==> config.mk <==
export PLATFORM = sky130hd
export DESIGN_NAME = pipe_skid_reg
export DESIGN_NICKNAME = d
export VERILOG_FILES = /design/src/rtl/pipe_pkg.sv /design/src/rtl/pipe_skid_stage.sv /design/src/rtl/pipe_skid_reg.sv
export SDC_FILE = /design/constraint.sdc
export NUM_CORES = 1
export LEC_CHECK = 0
export BUFFER_PORTS_ARGS = -buffer_cell sky130_fd_sc_hd__buf_2
export CORE_MARGIN = 2
export CORE_UTILIZATION = 54
export DETAILED_ROUTE_END_ITERATION = 16
export PLACE_DENSITY = 0.8
export SLEW_MARGIN = 20
export SYNTH_ARGS = -nofsm -noshare
export SYNTH_HDL_FRONTEND = slang
export SYNTH_SLANG_ARGS = --single-unit
==> constraint.sdc <==
create_clock -name clk -period 2.6 [get_ports clk]
set_clock_uncertainty 0.15 [all_clocks]
set_input_delay 0.65 -clock clk [delete_from_list [all_inputs] [get_ports clk]]
set_output_delay 0.65 -clock clk [all_outputs]
set_load 0.005 [all_outputs]
==> src/rtl/pipe_pkg.sv <==
// Shared definitions for the skid-buffered pipeline register chain.
// Stage state is encoded as {m_valid, s_valid} so the valid bits fall
// straight out of the state register.
package pipe_pkg;

  typedef enum logic [1:0] {
    ST_EMPTY = 2'b00,  // nothing held
    ST_BUSY  = 2'b10,  // main holds a word, skid free
    ST_FULL  = 2'b11   // main and skid both hold words
  } stage_state_e;

  // Default bubble word loaded on reset/flush (all-zero NOP).
  localparam logic [63:0] BUBBLE_NOP = 64'h0;

endpackage

==> src/rtl/pipe_skid_stage.sv <==
// One valid/ready pipeline stage with a main register and a skid slot.
// in_ready depends only on registered state, so it never combines with
// out_ready. Flush handling is built only with PIPE_SKID_REG_FLUSH_EN.
module pipe_skid_stage
  import pipe_pkg::*;
#(
  parameter int               WIDTH  = 32,
  parameter logic [WIDTH-1:0] BUBBLE = '0
) (
  input  logic             clk,
  input  logic             clrn,
  input  logic [WIDTH-1:0] in_data,
  input  logic             in_valid,
  output logic             in_ready,
  output logic [WIDTH-1:0] out_data,
  output logic             out_valid,
  input  logic             out_ready,
  input  logic             flush
);

  stage_state_e     state_q, state_d;
  logic [WIDTH-1:0] m_data_q, m_data_d;
  logic [WIDTH-1:0] s_data_q, s_data_d;
  logic             acc, drn;

`ifdef PIPE_SKID_REG_FLUSH_EN
  assign in_ready  = (state_q != ST_FULL) & ~flush;
  assign out_valid = (state_q != ST_EMPTY) & ~flush;
`else
  logic unused_flush;
  assign unused_flush = flush;
  assign in_ready  = (state_q != ST_FULL);
  assign out_valid = (state_q != ST_EMPTY);
`endif

  assign out_data = m_data_q;
  assign acc      = in_valid & in_ready;
  assign drn      = out_valid & out_ready;

  // Next state and data: registers load only on their own transfer.
  always_comb begin
    state_d  = state_q;
    m_data_d = m_data_q;
    s_data_d = s_data_q;
    case (state_q)
      ST_EMPTY: begin
        if (acc) begin
          state_d  = ST_BUSY;
          m_data_d = in_data;
        end
      end
      ST_BUSY: begin
        if (acc && drn) begin
          m_data_d = in_data;
        end else if (acc) begin
          state_d  = ST_FULL;
          s_data_d = in_data;
        end else if (drn) begin
          state_d = ST_EMPTY;
        end
      end
      ST_FULL: begin
        if (drn) begin
          state_d  = ST_BUSY;
          m_data_d = s_data_q;
        end
      end
      default: state_d = ST_EMPTY;
    endcase
`ifdef PIPE_SKID_REG_FLUSH_EN
    if (flush) begin
      state_d  = ST_EMPTY;
      m_data_d = BUBBLE;
      s_data_d = BUBBLE;
    end
`endif
  end

  // State and data registers; reset empties the stage and loads the bubble.
  always_ff @(posedge clk or negedge clrn) begin
    if (!clrn) begin
      state_q  <= ST_EMPTY;
      m_data_q <= BUBBLE;
      s_data_q <= BUBBLE;
    end else begin
      state_q  <= state_d;
      m_data_q <= m_data_d;
      s_data_q <= s_data_d;
    end
  end

endmodule

==> src/rtl/pipe_skid_reg.sv <==
// Configurable-width, configurable-depth skid-buffered pipeline register.
// Chains DEPTH pipe_skid_stage instances and keeps a registered count of
// words held. Optional synchronous flush: define PIPE_SKID_REG_FLUSH_EN.
module pipe_skid_reg
  import pipe_pkg::*;
#(
  parameter int               WIDTH  = 32,
  parameter int               DEPTH  = 1,
  parameter logic [WIDTH-1:0] BUBBLE = BUBBLE_NOP[WIDTH-1:0]
) (
  input  logic                             clk,
  input  logic                             clrn,
  input  logic [WIDTH-1:0]                 in_data,
  input  logic                             in_valid,
  output logic                             in_ready,
  output logic [WIDTH-1:0]                 out_data,
  output logic                             out_valid,
  input  logic                             out_ready,
  input  logic                             flush,
  output logic [$clog2(2*DEPTH+1)-1:0]     occupancy
);

  localparam int OCC_W = $clog2(2*DEPTH+1);

  // Link k carries stage k-1 output into stage k; link 0/DEPTH are the ports.
  logic [DEPTH:0][WIDTH-1:0] lnk_data;
  logic [DEPTH:0]            lnk_valid;
  logic [DEPTH:0]            lnk_ready;

  assign lnk_data[0]      = in_data;
  assign lnk_valid[0]     = in_valid;
  assign in_ready         = lnk_ready[0];
  assign out_data         = lnk_data[DEPTH];
  assign out_valid        = lnk_valid[DEPTH];
  assign lnk_ready[DEPTH] = out_ready;

  for (genvar k = 0; k < DEPTH; k++) begin : g_stage
    pipe_skid_stage #(
      .WIDTH  (WIDTH),
      .BUBBLE (BUBBLE)
    ) u_stage (
      .clk       (clk),
      .clrn      (clrn),
      .in_data   (lnk_data[k]),
      .in_valid  (lnk_valid[k]),
      .in_ready  (lnk_ready[k]),
      .out_data  (lnk_data[k+1]),
      .out_valid (lnk_valid[k+1]),
      .out_ready (lnk_ready[k+1]),
      .flush     (flush)
    );
  end

  // Internal stage-to-stage moves conserve the word count, so occupancy
  // only changes on chain-level accept/drain.
  logic [OCC_W-1:0] occ_q, occ_d;
  logic             up, dn;

  assign up        = in_valid & in_ready;
  assign dn        = out_valid & out_ready;
  assign occupancy = occ_q;

  // Occupancy next value: +1 on accept only, -1 on drain only.
  always_comb begin
    occ_d = occ_q;
    if (up && !dn)      occ_d = occ_q + OCC_W'(1);
    else if (dn && !up) occ_d = occ_q - OCC_W'(1);
`ifdef PIPE_SKID_REG_FLUSH_EN
    if (flush) occ_d = '0;
`endif
  end

  // Occupancy register, updated on the same edge as the stage valids.
  always_ff @(posedge clk or negedge clrn) begin
    if (!clrn) occ_q <= '0;
    else       occ_q <= occ_d;
  end

endmodule

# Word-level counts from Yosys, hierarchy flattened
# Index checks and enable logic that the tools add are counted.
# W data, S select, Z words.
# totals
output_inout_bits	36
in_bits	37
reg_bits	68
word_cells	41
# classes
reduce_logical	12
n_eq_ne	8
n_bitwise	3
n_mux	12
add_sub_neg	2
# ops
operator	count
$mux W32	3
$pmux W32 S3	1
$mux W2	7
$reduce_and A4 Y1	2
$ne A2 B2 Y1 const B	3
$pmux W2 S3	1
$eq A2 B2 Y1 const B	2
$ne A2 B1 Y1 const B	2
$reduce_bool A2 Y1	2
$logic_and A1 B1 Y1	3
$ne A3 B2 Y1 const B	1
$reduce_and A3 Y1	1
$reduce_bool A3 Y1	1
$add A2 B1 Y2 const B	1
$and A1 B1 Y1	2
$logic_not A1 Y1	2
$logic_not A2 Y1	1
$sub A2 B1 Y2 const B	1
$not A1 Y1	1

# Depth between registers and ports, before layout
# logic_depth
depth_word	6
depth_mapped	11

# Cells and area by module
# Synthesis repeated with hierarchy kept, for this count alone.
# hier_totals
hier_cells	210
area_unflattened_um2	3193.1
# modules_own_cells
mod	seq_area_each_um2	n_inst	cells_per_inst	area_each_um2
pipe_skid_stage	1651.6	1	201	3090.5
pipe_skid_reg	50.0	1	9	102.6

# Worst setup path before layout
# Ideal clock, no wire load.
# synth_path
path_type	register to register
start	register g_stage[0].u_stage.state_q[0]
end	register g_stage[0].u_stage.s_data_q[10]
setup_time_ns	0.125
required_time_ns	2.325
period_less_slack_ns	2.231
slack_ns	0.369
path_stages_with_launch	11
arrival_ns	1.956
cell_sequence	dfrtp_1 inv_1 ha_1 nand2b_1 inv_1 ha_1 nor2b_2 and2_4 buf_6 buf_12 mux2_4
# synth_via
elab_chain_cells	5
word_cells_on_any_way	8
# synth_lines
element	line	source
start: declaration	pipe_skid_stage.sv:21	stage_state_e state_q, state_d;
start signal: assignment	pipe_skid_stage.sv:86	state_q <= state_d;
$ne A2 B2 Y1 / $reduce_bool A2 Y1 (equally long branches)	pipe_skid_stage.sv:32, pipe_skid_stage.sv:33	
$and A1 B1 Y1, on equally long branches	pipe_skid_stage.sv:37, pipe_skid_stage.sv:38	
$logic_and A1 B1 Y1	pipe_skid_stage.sv:53	if (acc && drn) begin
$not A1 Y1 (no line)	-	
$reduce_and A3 Y1 (no line) (*)	-	
end signal: assignment	pipe_skid_stage.sv:88	s_data_q <= s_data_d;
end: declaration	pipe_skid_stage.sv:23	logic [WIDTH-1:0] s_data_q, s_data_d;
# Mark *: on every way between the ends. The rest lies on a longest branch, timed or not.
# A chain may end at the register's enable or synchronous reset.

# Worst setup path in the final report
# layout_path
start	register g_stage[0].u_stage.state_q[1]
end	output port in_ready
# layout_via
elab_chain_cells	1
# layout_lines
element	line	source
$ne A2 B2 Y1	pipe_skid_stage.sv:32	assign in_ready = (state_q != ST_FULL);
end: declaration	pipe_skid_reg.sv:15	output logic in_ready,
# No other way between the ends.

==> run summary <==
Synthesis produced a netlist with a net count of 293. The cell area after synthesis came out at 3260 µm². Setup repair after global routing left no endpoint under its margin. TritonCTS built the clock tree. For the remaining max-slew budget at the tightest pin, the log shows 0.749. Sum of negative setup slack: 0 ns.

The Yosys step of the flow raised 0 warnings. The delay of the slowest cell on the worst path is 0.39 ns. Capturing element type of the critical path: an output port. The sequential element share of the synthesized area was 0.521. In the layout the commonest cells are 71 x sky130_fd_sc_hd__buf_2, 68 x sky130_fd_sc_hd__dfrtp_1, 34 x sky130_fd_sc_hd__a21oi_1. The min-delay analysis places its worst path in the category in -> async. After detailed routing, the number of remaining DRC violations is 0. The overall track demand over capacity in global routing was 0.214; the hold buffer count at CTS was 0.

The number of distinct library cells after synthesis is 26. For this block, the initial DRC count from the detailed router was 230. The count of input and output buffers came out at 71.

After routing the design area is 3910 µm². The sequential share of power was 0.361. The switching share of power is 0.357, and the largest net degree at the start of global routing is 69. Routed wire length per instance: 16.6 µm. The worst endpoint required time is 1.80 ns, and the synthesized area per cell is 13.1 µm². Counting every sink on the clock net gives 68.

In this run the static leakage power is 1.74 nW. The layout overhead on the synthesized area is 19.7%, and the maximum achievable frequency is 432 MHz. The final clock period utilization by the worst path works out to 0.890. After clock tree synthesis, the repair step resized 0 gates. The first global-routing pass estimated 10.7 mm of wire. After filler insertion, the fill cell instance count of the layout stands at 445. The run finished with clean final reports. Of all nets on the critical path, the largest fanout is 20. The clock period could shrink to 2.31 ns. The number of flip-flops and latches in the synthesized netlist works out to 68.

The number of antenna violations at the first check in global routing came out at 0. The total count of max-transition violations in the final report was 0; the maximum VDD drop was 1.05 mV. For this block, the routed nets add up to 6.62 mm of wire.

For the net switching power figure, the log shows 1.91 mW. The commonest non-fill, non-tap cell in the layout was sky130_fd_sc_hd__buf_2. The number of global-route vias before repair is 2165, and the die span in x is 81.8 µm. In this run the remaining antenna-violating nets after routing total 0.

The fraction of final layout cells with drive strength greater than 1 is 0.403, and the mean number of vias per cell is 5.48. The number of diodes added for antenna fixing is 0, and the clock transition at the registers of the reported paths is 0.08 ns. The critical path starts at g_stage[0].u_stage.state_q[1]. The tools report the number of instances in the synthesized netlist as 250. Setup violations remaining at the end of the flow were counted as 0. The tools report the overall via count from detail_route as 2192. The later pin in the worst-skew pair is clocked with a latency of 0.34 ns. In this run the power density over the cells is 1370 nW/µm². The die is 81.8 µm tall. The clock tree synthesis step divided the H-tree into 3 levels. For the count of final hold-check violations, the log shows 0. The floorplan has 28 rows. The placed instance area is 3690 µm², and the number of top-level pins is 73.

Traced cell by cell, the critical path runs through ha_2 -> buf_4 -> inv_1 -> buf_2. The HPWL reported at the end of detailed placement was 4.10 mm; the share of power burned in the clock network was 0.178. The tools report the deepest clock path buffer count as 2.

At the end of routability-driven placement, the weighted congestion stood at 0.760. The critical path launch point type was a flop. The share of power burned in combinational logic is 0.461. The run gives 5890 µm² as the area of the core.

Internal power comes to 3.43 mW. At the pin with the least slew margin, the transition time is 0.377 ns. The first TritonRoute pass finished after 4 iterations. Number of buffers inserted to repair setup after CTS: 0. Summed over all layers, the global routing overflow is 0.

On the critical path, the stage with the largest delay is an instance of sky130_fd_sc_hd__dfrtp_1. The final layout contains 363 nets. The run gives 0.555 as the starting utilization of the core area. The setup path with the least slack is of type reg -> out.

The tools report the arrival time at the worst endpoint as 1.51 ns. The die covers 6680 µm². The count of maximum capacitance violations was 0; the CTS buffer count was 9.

The worst register-to-register path begins at g_stage[0].u_stage.state_q[0]. The cell chosen for the clock root was sky130_fd_sc_hd__clkbuf_8.
-- per-stage QoR --
stage | util | setup slack, ns | cells | hold slack (ns) | total power [mW]
after global placement | 0.627 | 0.244 | 384 | 0.301 | 4.31
after detailed placement | 0.627 | 0.236 | 384 | 0.306 | 4.40
after global routing | 0.664 | 0.159 | 400 | 0.203 | 5.73
final | 0.664 | 0.287 | 400 | 0.161 | 5.34
after floorplan | - | 0.369 | 250 | 0.204 | 3.71
after CTS | 0.664 | 0.261 | 400 | 0.176 | 5.39
-- cell usage after synthesis --
master	n	area, µm²
sky130_fd_sc_hd__ha_1	6	75.1
sky130_fd_sc_hd__a21oi_1	34	170
sky130_fd_sc_hd__nand3b_1	1	7.51
sky130_fd_sc_hd__xor2_1	2	17.5
sky130_fd_sc_hd__inv_1	7	26.3
sky130_fd_sc_hd__nor2_1	1	3.75
sky130_fd_sc_hd__buf_6	2	22.5
sky130_fd_sc_hd__o2bb2ai_1	1	8.76
sky130_fd_sc_hd__and2_4	1	8.76
sky130_fd_sc_hd__mux2i_1	33	330
sky130_fd_sc_hd__a31oi_1	32	200
sky130_fd_sc_hd__buf_12	3	60.1
sky130_fd_sc_hd__buf_2	10	50.1
sky130_fd_sc_hd__mux2_4	29	435
sky130_fd_sc_hd__clkbuf_1	3	11.3
sky130_fd_sc_hd__o21ai_0	1	5.00
sky130_fd_sc_hd__xnor2_1	1	8.76
sky130_fd_sc_hd__nand2b_1	2	12.5
sky130_fd_sc_hd__nor2b_2	2	17.5
sky130_fd_sc_hd__mux2_1	3	33.8
sky130_fd_sc_hd__nor2b_1	1	6.26
sky130_fd_sc_hd__buf_4	3	22.5
sky130_fd_sc_hd__a22oi_1	1	7.51
sky130_fd_sc_hd__dfrtp_1	68	1700
sky130_fd_sc_hd__o21ai_1	2	10.0
sky130_fd_sc_hd__nor2_4	1	11.3
-- registers in the layout, indices dropped and copies added, names as in the netlist --
register / flops
occupancy: 2
g_stage.u_stage.out_data: 32
g_stage.u_stage.s_data_q: 32
g_stage.u_stage.state_q: 2
-- final timing paths --
kind | slack, ns | depth (start not counted) | endpoint
hold reg to reg | 0.31 | 1 | occupancy[1]
max in group asynchronous | 1.85 | 2 | g_stage[0].u_stage.out_data[6]
setup reg to reg | 0.29 | 9 | g_stage[0].u_stage.s_data_q[1]
hold / removal | 0.16 | 2 | occupancy[1]
setup / recovery | 0.29 | 4 | in_ready
min in group clk | 0.31 | 1 | occupancy[1]
-- kinds of logic (layout without fill, tap and decap cells) --
| group | after synthesis | after routing | synth area share |
|---|---|---|---|
| buffers and inverters | 28 | 103 | 0.0590 |
| AOI/OAI and AO/OA | 71 | 71 | 0.123 |
| adders and majority gates | 6 | 6 | 0.0230 |
| muxes | 65 | 65 | 0.245 |
| DFF | 68 | 68 | 0.521 |
| xor gates and xnor gates | 3 | 3 | 0.00805 |
| and+or+nand+nor | 9 | 9 | 0.0207 |
-- critical path: cells and delay by family (launching register included) --
family                     cells  cell delay (ns)
adders and majority gates      1             0.20
buffers and inverters          3             0.58
DFF                            1             0.39
-- per-layer routing --
| layer | GRT usage | part of all wire | up-vias |
|---|---|---|---|
| li1 | - | - | 1044 |
| met5 | 0 | 0 | - |
| met4 | 0.105 | 0.017 | 0 |
| met2 | 0.322 | 0.47 | 52 |
| met1 | 0.300 | 0.47 | 1089 |
| met3 | 0.0374 | 0.040 | 7 |
-- layout make-up --
class                           count  area [µm²]  share of cell area
Multi-Input combinational cell    154        1380               0.354
Tap cell                           75        93.8              0.0240
Sequential cell                    68        1700               0.436
Inverter                            7        26.3             0.00673
Clock inverter                      7        91.3              0.0234
Clock buffer                        9         124              0.0317
Timing Repair Buffer               80         485               0.124
-- power groups by stage --
| stage | Combinational, mW | Clock, mW | Sequential, mW |
|---|---|---|---|
| 3_3_place_gp | 2.40 | 0 | 1.91 |
| 6_report | 2.46 | 0.952 | 1.93 |
| 2_1_floorplan | 1.80 | 0 | 1.91 |
| 5_1_grt | 2.73 | 1.01 | 2.00 |
| 4_1_cts | 2.49 | 0.975 | 1.93 |
| 3_5_place_dp | 2.47 | 0 | 1.94 |
No activity file was read; power rests on OpenSTA's default activity.
